**src/rtl/pipe_flow_ctrl.sv**
```systemverilog
// Handshake and liveness controller for a 5-stage F/D/E/M/W pipeline.
// Resolves load-use hazards, multi-cycle mul/div occupancy of E, data
// memory back-pressure, redirect flushes and the ebreak halt, and keeps a
// live bit per stage register so consumers can gate side effects.
module pipe_flow_ctrl #(
  parameter int MDU_LAT = 4,
  parameter int CNT_W   = 32
) (
  input  logic             clk,
  input  logic             rst_n,
  input  logic             fetch_ok,
  input  logic             reg_ren_D,
  input  logic [4:0]       Rs1_D,
  input  logic [4:0]       Rs2_D,
  input  logic             MemRead_E,
  input  logic             RegWrite_E,
  input  logic [4:0]       Rd_E,
  input  logic             mdu_E,
  input  logic             redirect_E,
  input  logic             mem_busy_M,
  input  logic             ebreak_W,
  output logic             valid_F,
  output logic             ready_D,
  output logic             valid_D,
  output logic             ready_E,
  output logic             valid_E,
  output logic             ready_M,
  output logic             valid_M,
  output logic             ready_W,
  output logic             pc_en,
  output logic             flush,
  output logic             live_D,
  output logic             live_E,
  output logic             live_M,
  output logic             live_W,
  output logic             halted,
  output logic [CNT_W-1:0] cycle_cnt,
  output logic [CNT_W-1:0] instret_cnt
);

  // Counter wide enough to hold 0..MDU_LAT; one bit minimum when MDU_LAT is 0.
  localparam int MW = (MDU_LAT > 0) ? $clog2(MDU_LAT + 1) : 1;
  localparam logic [MW-1:0] MDU_MAX = MW'(MDU_LAT);

  typedef enum logic {RUN, HALT} state_t;

  state_t state, state_nxt;

  logic          run;
  logic          stall_m, stall_mdu, stall_e, hazard_d, stall_d, redirect_ok;
  logic          rd_match;
  logic [MW-1:0] mdu_cnt, mdu_cnt_nxt;
  logic          live_d_nxt, live_e_nxt, live_m_nxt, live_w_nxt;

  assign run = (state == RUN);

  // Stall and hazard conditions derived from the current stage contents.
  always_comb begin
    rd_match    = (Rd_E == Rs1_D) || (Rd_E == Rs2_D);
    stall_m     = live_M & mem_busy_M;
    stall_mdu   = live_E & mdu_E & (mdu_cnt != MDU_MAX);
    stall_e     = stall_mdu | stall_m;
    hazard_d    = live_D & live_E & MemRead_E & RegWrite_E & (Rd_E != 5'd0)
                  & reg_ren_D & rd_match;
    stall_d     = hazard_d | stall_e;
    // A redirect is only taken once its instruction is free to leave E.
    redirect_ok = live_E & redirect_E & ~stall_e;
  end

  // Run/halt state register.
  always_ff @(posedge clk or negedge rst_n) begin
    if (!rst_n) state <= RUN;
    else        state <= state_nxt;
  end

  // Next state and handshake outputs; HALT freezes every hand-off except W.
  always_comb begin
    state_nxt = state;
    valid_F   = 1'b0;
    ready_D   = 1'b0;
    valid_D   = 1'b0;
    ready_E   = 1'b0;
    valid_E   = 1'b0;
    ready_M   = 1'b0;
    valid_M   = 1'b0;
    ready_W   = 1'b1;
    pc_en     = 1'b0;
    flush     = 1'b0;
    halted    = 1'b0;
    case (state)
      RUN: begin
        valid_F = fetch_ok;
        ready_D = ~stall_d;
        valid_D = ~stall_d;
        ready_E = ~stall_e;
        valid_E = ~stall_mdu;
        ready_M = ~stall_m;
        valid_M = 1'b1;
        flush   = redirect_ok;
        pc_en   = redirect_ok | (fetch_ok & ~stall_d);
        if (live_W && ebreak_W) state_nxt = HALT;
      end
      HALT: begin
        halted = 1'b1;
      end
      default: state_nxt = RUN;
    endcase
  end

  // Live-bit and mul/div occupancy next state; everything holds in HALT.
  always_comb begin
    live_d_nxt  = live_D;
    live_e_nxt  = live_E;
    live_m_nxt  = live_M;
    live_w_nxt  = live_W;
    mdu_cnt_nxt = mdu_cnt;
    if (run) begin
      // Flush kills the younger D contents even when D would otherwise stall.
      if (redirect_ok)   live_d_nxt = 1'b0;
      else if (!stall_d) live_d_nxt = fetch_ok;
      // E takes a bubble on a load-use hazard or behind a redirect.
      if (!stall_e)      live_e_nxt = (redirect_ok | hazard_d) ? 1'b0 : live_D;
      // A mul/div still occupying E hands a bubble to M.
      if (!stall_m)      live_m_nxt = live_E & ~stall_mdu;
      live_w_nxt = live_M & ~stall_m;
      // Occupancy counts only while memory is not also holding E.
      if (!stall_e)                 mdu_cnt_nxt = '0;
      else if (stall_mdu && !stall_m) mdu_cnt_nxt = mdu_cnt + MW'(1);
    end
  end

  // Stage live bits and mul/div occupancy counter.
  always_ff @(posedge clk or negedge rst_n) begin
    if (!rst_n) begin
      live_D  <= 1'b0;
      live_E  <= 1'b0;
      live_M  <= 1'b0;
      live_W  <= 1'b0;
      mdu_cnt <= '0;
    end else begin
      live_D  <= live_d_nxt;
      live_E  <= live_e_nxt;
      live_M  <= live_m_nxt;
      live_W  <= live_w_nxt;
      mdu_cnt <= mdu_cnt_nxt;
    end
  end

  // Performance counters; retirement includes the ebreak that halts the core.
  always_ff @(posedge clk or negedge rst_n) begin
    if (!rst_n) begin
      cycle_cnt   <= '0;
      instret_cnt <= '0;
    end else if (run) begin
      cycle_cnt <= cycle_cnt + CNT_W'(1);
      if (live_W) instret_cnt <= instret_cnt + CNT_W'(1);
    end
  end

endmodule
```
**config.mk**
```make
export PLATFORM = sky130hd
export DESIGN_NAME = pipe_flow_ctrl
export DESIGN_NICKNAME = d
export VERILOG_FILES = /design/src/rtl/pipe_flow_ctrl.sv
export SDC_FILE = /design/constraint.sdc
export NUM_CORES = 1
export LEC_CHECK = 0
export ABC_AREA = 1
export BUFFER_PORTS_ARGS = -buffer_cell sky130_fd_sc_hd__buf_2
export CORE_MARGIN = 3
export CORE_UTILIZATION = 58
export DETAILED_ROUTE_END_ITERATION = 10
export PLACE_DENSITY = 0.86
export SETUP_SLACK_MARGIN = 0.3
export SYNTH_ARGS = -nofsm -noshare
export SYNTH_HDL_FRONTEND = slang
export SYNTH_SLANG_ARGS = --single-unit
```
**constraint.sdc**
```tcl
create_clock -name clk -period 4.6 [get_ports clk]
set_input_delay 0.23 -clock clk [delete_from_list [all_inputs] [get_ports clk]]
set_output_delay 0.23 -clock clk [all_outputs]
set_load 0.1 [all_outputs]
```
; ---- After elaboration in Yosys (flattened, before gate mapping)
; Cells that the tools add are included.
[totals]
wordCells = 65
inputBits = 25
out_inout_bits = 79
register_bits = 72
[op_classes]
eq_ne = 5
add_sub_neg = 3
mux = 16
bitwise_logic = 23
n_reduce_logical = 10
[ops]
columns = op, n
row1 = $add A32 B1 Y32 const B, 2
row2 = $and A1 B1 Y1, 14
row3 = $mux W1, 14
row4 = $eq A5 B5 Y1, 2
row5 = $reduce_and A2 Y1, 5
row6 = $mux W3, 2
row7 = $not A1 Y1, 5
row8 = $reduce_bool A5 Y1, 1
row9 = $ne A2 B1 Y1 const B, 2
row10 = $or A1 B1 Y1, 4
row11 = $add A3 B1 Y3 const B, 1
row12 = $ne A3 B3 Y1 const B, 1
row13 = $logic_and A1 B1 Y1, 2
row14 = $logic_not A1 Y1, 1
row15 = $logic_or A1 B1 Y1, 1

; ---- Longest topological paths before layout
; Gate-level depths: netlist (run 1).
[depth]
depth_word = 11
depth_mapped = 11
ltp_nobuf = 11

; ---- Least setup slack after synthesis (run 1)
; No wires, ideal clock.
[synth_path]
kind = flip-flop to output port
start = reg state
end = out valid_D
path_stages_with_launch = 9
slack_ns = 0.515
arrival_time_ns = 3.855
t_required_ns = 4.370
path_cell_list = dfrtp_1 > inv_4 > nand2_1 > inv_1 > nand2_1 > inv_1 > nand2_1 > inv_1 > buf_4
[synth_via]
elab_chain_cells = 1
[synth_rtl]
columns = element, line
row1 = from (decl), 47  ; state_t state, state_nxt;
row2 = from (signal assigned), 73  ; else state <= state_nxt;
row3 = $mux W1, --
row4 = to (decl), 24  ; output logic valid_D,
; Every way passes these cells.

; ---- Worst setup path after layout (run 1)
[layout_path]
start = reg state
end = out ready_D
[layout_via]
elab_chain_cells = 1
[layout_rtl]
columns = element, line
row1 = $mux W1, 90  ; case (state)
row2 = to (decl), 23  ; output logic ready_D,
; Every way passes these cells.

==> parameters.txt, run 1 <==
Parameter                              Value

Routing
  First-pass iteration count of the detailed router    8
  Wire length per cell    12.7 um
  Antenna Violating Nets Remaining    0
  Vias per cell    5.12
  Remaining routing DRC violations    2
  Total wirelength of the detailed-routed design    10.0 mm
  Count of vias placed by the detailed router    4,035
  1st-iter DRT viols    199

Logic synthesis
  #FFs+latches synth    72
  Sequential area share after synthesis    42.5%
  Count of yosys warnings during synthesis    0
  Syn nets    609
  Top-count cell post-synth    sky130_fd_sc_hd__nand2_1
  Commonest cells post-synth    sky130_fd_sc_hd__nand2_1, sky130_fd_sc_hd__nor2_1, sky130_fd_sc_hd__dfrtp_1
  Most used flip-flop cell after synthesis    sky130_fd_sc_hd__dfrtp_1
  Cell taking the most area after synthesis    sky130_fd_sc_hd__dfrtp_1
  Count of flip-flops with a built-in enable after synthesis    0
  Mapped cell area    4240 um^2
  Unique cell type count in the Yosys netlist    33
  Cell types occupying the most area after synthesis    sky130_fd_sc_hd__dfrtp_1, sky130_fd_sc_hd__nand2_1, sky130_fd_sc_hd__nor2_1, sky130_fd_sc_hd__inv_1, sky130_fd_sc_hd__xor2_1
  Share of Yosys cell area claimed by the top area cell type    42.5%
  Mapped Cells    580
  Synth Area per Inst    7.31 um^2
  Async set-or-reset flop fraction in the synthesized netlist    100%

Clock tree
  TritonCTS clock tree    done
  Resized Gates After CTS    0
  Clock insertion delay at the later pin of the skew report    0.36 ns
  Cts hold-fix bufs    0
  Maximum level of the CTS H-tree    3
  Inserted Clock Buffers    9
  Clock buffer depth    2
  Post-CTS Setup Repair Bufs    0
  Clk Tree Root Cell    sky130_fd_sc_hd__clkbuf_8
  CTS sink cnt    72
  Clock slew at reported path FFs    0.08 ns

Global routing
  Maximum number of pins on one net before global-route repair    73
  First-pass GRT wire length    17.2 mm
  Vias in the first global route    3,909
  Global-route congestion overflow total    0
  Number of antenna violations at the first check in global routing    0
  Total Routing Usage GR    25.1%

Worst hold path
  Path type of the worst min-delay path    in2async

Setup path
  Cell with the largest stage delay on the worst path    sky130_fd_sc_hd__dfrtp_1
  Minimum setup slack among reg-to-reg paths    2.56 ns
  Worst Reg-to-Reg Cells    10
  Worst path top cell family by delay    buffers and inverters
  Worst Path Buf+Inv    5
  Arrival time reported for the critical path endpoint    2.30 ns
  Critical register-to-register path startpoint    state
  Startpoint Class    flop
  Critical Path, Cell by Cell    inv_4 -> nand2_1 -> inv_1 -> nand2_1 -> inv_1 -> nand2_1 -> inv_1 -> buf_2
  CP required    4.37 ns
  Critical R2R Capture    instret_cnt[21]
  Crit path capture type    primary output
  Crit path max fanout    18
  Largest incremental delay on the critical path    0.61 ns
  Kind of critical path    reg2out

STA
  Fmax achieved    395 MHz
  Transition at the pin with the smallest max-transition slack    0.905 ns
  Post-layout minimum cycle time    2.53 ns
  Worst clock skew on the final layout    0.0139 ns
  Setup total negative slack    0 ns
  Tightest hold margin    0.0875 ns
  Unrepaired setup endpoints after global routing    false
  Rel. slew slack    39.6%
  Final worst path period share    55.1%
  Final-report max-slew violation count    0
  Final count of hold timing violations    0
  Final setup violating endpoints    0

Power
  Power density of the placed cells    248 nW/um^2
  Final total power    0.00126 W
  IR drop worst, VDD    0.000190 V
  Static Leakage    2.73 nW

Layout
  Area grow syn2layout    19.4%
  Fill cell count    570
  Final cell utilization of the core    72.9%
  Diode insertion count for antenna repair    0
  Layout cell share with drive strength beyond 1    20.1%
  Final std cells w/o fill    788
  Net count reported at finish    716

Place
  Placed cell count    772
  Number of buffer cells added on primary ports    102
  Routability Congestion    0.946
  Half-perimeter wire length after placement    7.56 mm

Status
  Violated checks    DRC
  Outcome    complete, but fails checks

Die
  Die boundary height    91.5 um
  Initial Utilization    61.1%
  I/O pin cnt    104
  Cell row count    30
  Standard cell core area    6940 um^2
  Die Width    91.5 um
  Area of the die    8370 um^2

Flow run
  Number of maximum-capacitance violations    0
==> how the worst max path moves through the flow <==
stage	start	to	slack, ns	depth (start not counted)
final	state	ready_D	2.07	8
after global routing	state	ready_D	1.88	8
after CTS	state	ready_D	2.08	8
after detailed placement	state	ready_D	2.46	8
after global placement	state	ready_D	2.56	8
after floorplan	state	valid_D	0.52	8
==> logic make-up after synthesis <==
| logic type | count (synthesis) | share of synthesized area [%] |
|---|---|---|
| compound gates | 12 | 1.68 |
| xor+xnor | 47 | 9.71 |
| fa+ha+maj | 4 | 1.18 |
| buf+inv | 75 | 7.11 |
| flops | 72 | 42.5 |
| other cells | 1 | 0.0884 |
| simple gates | 369 | 37.7 |
==> sequential cells by signal, summed over array words and instances, names as in the netlist <==
signal       flops
instret_cnt     32
cycle_cnt       32
live_M           1
state            1
live_E           1
live_W           1
mdu_cnt          3
live_D           1
==> per-layer routing <==
layer  up-vias  wire, um  track usage (%)
met5         -         0                0
met4         0       208             11.1
met3        22       650             4.72
met2       139      4980             42.1
met1      1868      4200             31.3
li1       2006         -                -
==> per-stage QoR <==
step / cell area [um^2] / worst slack [ns]
finish: 5060 / 2.07
global route: 5060 / 1.88
CTS: 5060 / 2.08
detailed placement: 4830 / 2.46
global placement: 4830 / 2.56
floorplan: 4240 / 0.515
==> worst reg2reg max path, cell delays in order, from the launching register on <==
cell	delay, ns
sky130_fd_sc_hd__dfrtp_1	0.61
sky130_fd_sc_hd__inv_4	0.29
sky130_fd_sc_hd__nand2_4	0.17
sky130_fd_sc_hd__inv_2	0.21
sky130_fd_sc_hd__nand3_2	0.15
sky130_fd_sc_hd__nor2_4	0.13
sky130_fd_sc_hd__nand2_2	0.09
sky130_fd_sc_hd__nor2_4	0.12
sky130_fd_sc_hd__nand2_1	0.07
sky130_fd_sc_hd__nand2_1	0.06
sky130_fd_sc_hd__nand2_1	0.05
==> final cells by class <==
class	count	area, um^2	share of cell area (%)
inverters	68	258	5.09
clock inverters	6	91.3	1.80
flip-flops and latches	72	1800	35.6
clock buffers	10	138	2.72
multi-input cells	433	2140	42.2
well taps	96	120	2.37
repair buffers	103	518	10.2
==> cell usage in the layout (no fill, tap or decap), drive strengths merged <==
master    instances
ha                4
nand2           211
nand3            26
o21bai            1
clkbuf           10
nand4            11
buf             103
a21oi             1
bufinv            2
nor3             17
and3              1
nor2             91
dfrtp            72
a32o              1
a21boi            1
o21ai             7
inv              69
xnor2            23
clkinvlp          3
a31oi             1
conb              1
xor2             24
nand3b           12
==> report_power, final <==
part           switching (W)  internal [W]  total [W]
Combinational      0.0000322     0.0000144  0.0000466
Sequential       0.000000509      0.000633   0.000633
Clock               0.000254      0.000322   0.000576
Note: power is estimated with default switching activity, not from simulation.
==> run 2, diff against run 1 <==
--- a/config.mk
+++ b/config.mk
@@ -8,9 +8,9 @@
 export ABC_AREA = 1
 export BUFFER_PORTS_ARGS = -buffer_cell sky130_fd_sc_hd__buf_2
 export CORE_MARGIN = 3
-export CORE_UTILIZATION = 58
+export CORE_UTILIZATION = 49
 export DETAILED_ROUTE_END_ITERATION = 10
-export PLACE_DENSITY = 0.86
+export PLACE_DENSITY = 0.77
 export SETUP_SLACK_MARGIN = 0.3
 export SYNTH_ARGS = -nofsm -noshare
 export SYNTH_HDL_FRONTEND = slang
==> constraint.sdc (replaced) <==
create_clock -name clk -period 2.25 [get_ports clk]
set_input_delay 0.1125 -clock clk [delete_from_list [all_inputs] [get_ports clk]]
set_output_delay 0.1125 -clock clk [all_outputs]
set_load 0.1 [all_outputs]
==> run 2 against run 1 <==
Compared with the run above: the run now ends clean; die area grew 17%; sequential power rose by 100%; register-to-register slack got worse by 2.1 ns; design area rose by 4.3%; via count down 0.89%; largest cell class unchanged; power increased by 89%; critical path depth increased by 1; clock power up 69%; count of clock-buffer cells in the layout unchanged.
==> parameters.txt, run 2 (synthesis results as in run 1) <==
Parameter                              Value

Status
  Outcome    finished, final reports clean (was complete, but fails checks)

Layout
  Largest regs    cycle_cnt (32), instret_cnt (32), mdu_cnt (3) (unchanged)
  Net count reported at finish    724 (was 716)
  Diode insertion count for antenna repair    0 (unchanged)
  Leading cell types in the layout, fill and taps excluded    sky130_fd_sc_hd__nand2_1, sky130_fd_sc_hd__buf_2, sky130_fd_sc_hd__nor2_1, sky130_fd_sc_hd__inv_1, sky130_fd_sc_hd__dfrtp_1 (was sky130_fd_sc_hd__nand2_1, sky130_fd_sc_hd__buf_2, sky130_fd_sc_hd__nor2_1, sky130_fd_sc_hd__dfrtp_1, sky130_fd_sc_hd__inv_1)
  Final std cells w/o fill    805 (was 788)
  Area grow syn2layout    24.6% (was 19.4%)
  Most common cell after layout, fill and taps aside    sky130_fd_sc_hd__nand2_1 (unchanged)
  Sequential cell area    1850 um^2 (was 1800 um^2)
  Fill cell count    738 (was 570)
  Layout cell share with drive strength beyond 1    28.1% (was 20.1%)
  Area of combinational cells with multiple inputs    2220 um^2 (was 2140 um^2)

Routing
  Total wirelength of the detailed-routed design    10.2 mm (was 10.0 mm)
  Antenna Violating Nets Remaining    0 (unchanged)
  Count of vias placed by the detailed router    3,999 (was 4,035)
  Vias per cell    4.97 (was 5.12)
  1st-iter DRT viols    181 (was 199)
  Wire length per cell    12.7 um (about the same)
  First-pass iteration count of the detailed router    7 (was 8)
  Remaining routing DRC violations    0 (was 2)

STA
  Transition at the pin with the smallest max-transition slack    0.548 ns (was 0.905 ns)
  Rel. slew slack    63.4% (was 39.6%)
  Final setup violating endpoints    0 (unchanged)
  Final worst path period share    84.2%
  Post-layout minimum cycle time    1.90 ns
  Final count of hold timing violations    0 (unchanged)
  Unrepaired setup endpoints after global routing    true (was false)
  Tightest hold margin    0.0576 ns (was 0.0875 ns)
  Worst clock skew on the final layout    0.0188 ns (was 0.0139 ns)
  Fmax achieved    528 MHz
  Final-report max-slew violation count    0 (unchanged)

Setup path
  Crit path capture type    primary output (unchanged)
  Worst Path Buf+Inv    2 (was 5)
  Kind of critical path    reg2out (unchanged)
  Startpoint Class    flop (unchanged)
  Arrival time reported for the critical path endpoint    1.78 ns (was 2.30 ns)
  Critical Path Source    mdu_cnt[1] (was state)
  Last element of the critical path    pc_en (was ready_D)
  Critical R2R Capture    cycle_cnt[18] (was instret_cnt[21])
  Minimum setup slack among reg-to-reg paths    0.47 ns (was 2.56 ns)
  Cell with the largest stage delay on the worst path    sky130_fd_sc_hd__dfrtp_1 (unchanged)
  Crit path max fanout    3 (was 18)
  CP required    2.14 ns (was 4.37 ns)
  Critical Path, Cell by Cell    inv_1 -> ha_2 -> nand2_2 -> nand3_4 -> nand2_2 -> nor3_4 -> nand2_2 -> nand2_2 -> buf_12 (was inv_4 -> nand2_1 -> inv_1 -> nand2_1 -> inv_1 -> nand2_1 -> inv_1 -> buf_2)
  Worst path top cell family by delay    simple AND/OR/NAND/NOR gates (was buffers and inverters)
  Most common cell on crit path    sky130_fd_sc_hd__nand2_2
  Critical register-to-register path startpoint    state (unchanged)
  Worst Reg-to-Reg Cells    10 (unchanged)
  Largest incremental delay on the critical path    0.38 ns (was 0.61 ns)
  Instance count on the critical path    9 (was 8)

Power
  Power density of the placed cells    448 nW/um^2 (was 248 nW/um^2)
  Static Leakage    2.68 nW (was 2.73 nW)
  IR drop worst, VDD    0.000292 V (was 0.000190 V)

Clock tree
  Maximum level of the CTS H-tree    3 (unchanged)
  Clock insertion delay at the later pin of the skew report    0.36 ns (about the same)
  Clock slew at reported path FFs    0.08 ns (about the same)
  CTS sink cnt    72 (unchanged)
  TritonCTS clock tree    done (unchanged)
  Clk Tree Root Cell    sky130_fd_sc_hd__clkbuf_8 (unchanged)
  Clock buffer depth    2 (unchanged)
  Inserted Clock Buffers    9 (unchanged)

Die
  Die boundary height    99.0 um (was 91.5 um)
  Cell row count    33 (was 30)
  Area of the die    9810 um^2 (was 8370 um^2)
  I/O pin cnt    104 (unchanged)
  Initial Utilization    51.1% (was 61.1%)
  Die Width    99.0 um (was 91.5 um)
  Standard cell core area    8300 um^2 (was 6940 um^2)

Place
  Routability Congestion    0.871 (was 0.946)
  Half-perimeter wire length after placement    8.01 mm (was 7.56 mm)
  Number of buffer cells added on primary ports    102 (unchanged)
  Placed cell count    782 (was 772)

Global routing
  Global-route congestion overflow total    0 (unchanged)
  Total Routing Usage GR    21.4% (was 25.1%)
  Maximum number of pins on one net before global-route repair    45 (was 73)
  First-pass GRT wire length    17.1 mm (was 17.2 mm)
  Vias in the first global route    3,820 (was 3,909)
  Number of antenna violations at the first check in global routing    0 (unchanged)

Flow run
  Number of maximum-capacitance violations    0 (unchanged)

Worst hold path
  Path type of the worst min-delay path    in2reg (was in2async)
## run 2: cell count changes in the layout (fill, tap and decap cells not counted), sizes merged
cell	before	now
clkinvlp	3	5
clkinv	0	1
dlygate4sd3	0	2
inv	69	68
bufinv	2	0
clkbuf	10	11
buf	103	108
## run 2: area by class of cell
cell class	instances	share of cell area, %
multi-input cells	433	42.0
flip-flops and latches	72	35.0
repair buffers	111	11.9
inverters	68	5.14
clock buffers	10	2.61
well taps	105	2.49
clock inverters	6	0.947
## run 2: worst min-delay path by stage
stage                         end  cells past startpoint        from  slack (ns)
finish                     live_W                      3  mem_busy_M        0.06
global route               live_W                      3  mem_busy_M        0.07
CTS                        live_W                      3  mem_busy_M        0.04
detailed placement  cycle_cnt[27]                      2       rst_n        0.16
global placement    cycle_cnt[27]                      2       rst_n        0.15
floorplan            cycle_cnt[0]                      0       rst_n       -0.18
## run 2: tightest hold or removal path, cell delays in order
cell and delay (ns):
sky130_fd_sc_hd__buf_2 0.11, sky130_fd_sc_hd__nand3b_1 0.10, sky130_fd_sc_hd__nand2_1 0.04
## run 2: report_power, final
group | internal, W | switching (W)
Combinational | 0.0000331 | 0.0000689
Sequential | 0.00129 | 0.00000108
Clock | 0.000443 | 0.000529
Total | 0.00177 | 0.000599
## run 2: layer usage
metal	GRT usage [%]	wire length (um)
met1	28.2	4610
met2	33.7	4680
met3	4.67	711
met4	9.77	222
met5	0	0
## run 2: per-stage QoR
step / utilization, % / worst slack (ns) / instance area, um^2 / TNS (ns) / total power (W)
2_1_floorplan: - / -0.886 / 4350 / -1.96 / 0.00136
3_3_place_gp: 59.7 / 0.436 / 4950 / 0 / 0.00142
3_5_place_dp: 59.7 / 0.373 / 4950 / 0 / 0.00142
4_1_cts: 62.9 / 0.277 / 5220 / 0 / 0.00240
5_1_grt: 63.7 / 0.275 / 5280 / 0 / 0.00246
6_report: 63.7 / 0.354 / 5280 / 0 / 0.00237
## run 2: timing repair
item / CTS / global route
gates resized for setup: 14 / 11
endpoints found under the setup margin: 5 / 6
pin swaps: 0 / 3
buffers inserted: 2 / 3
hold endpoints to repair: 73 / 0
hold buffers: 2 / 0
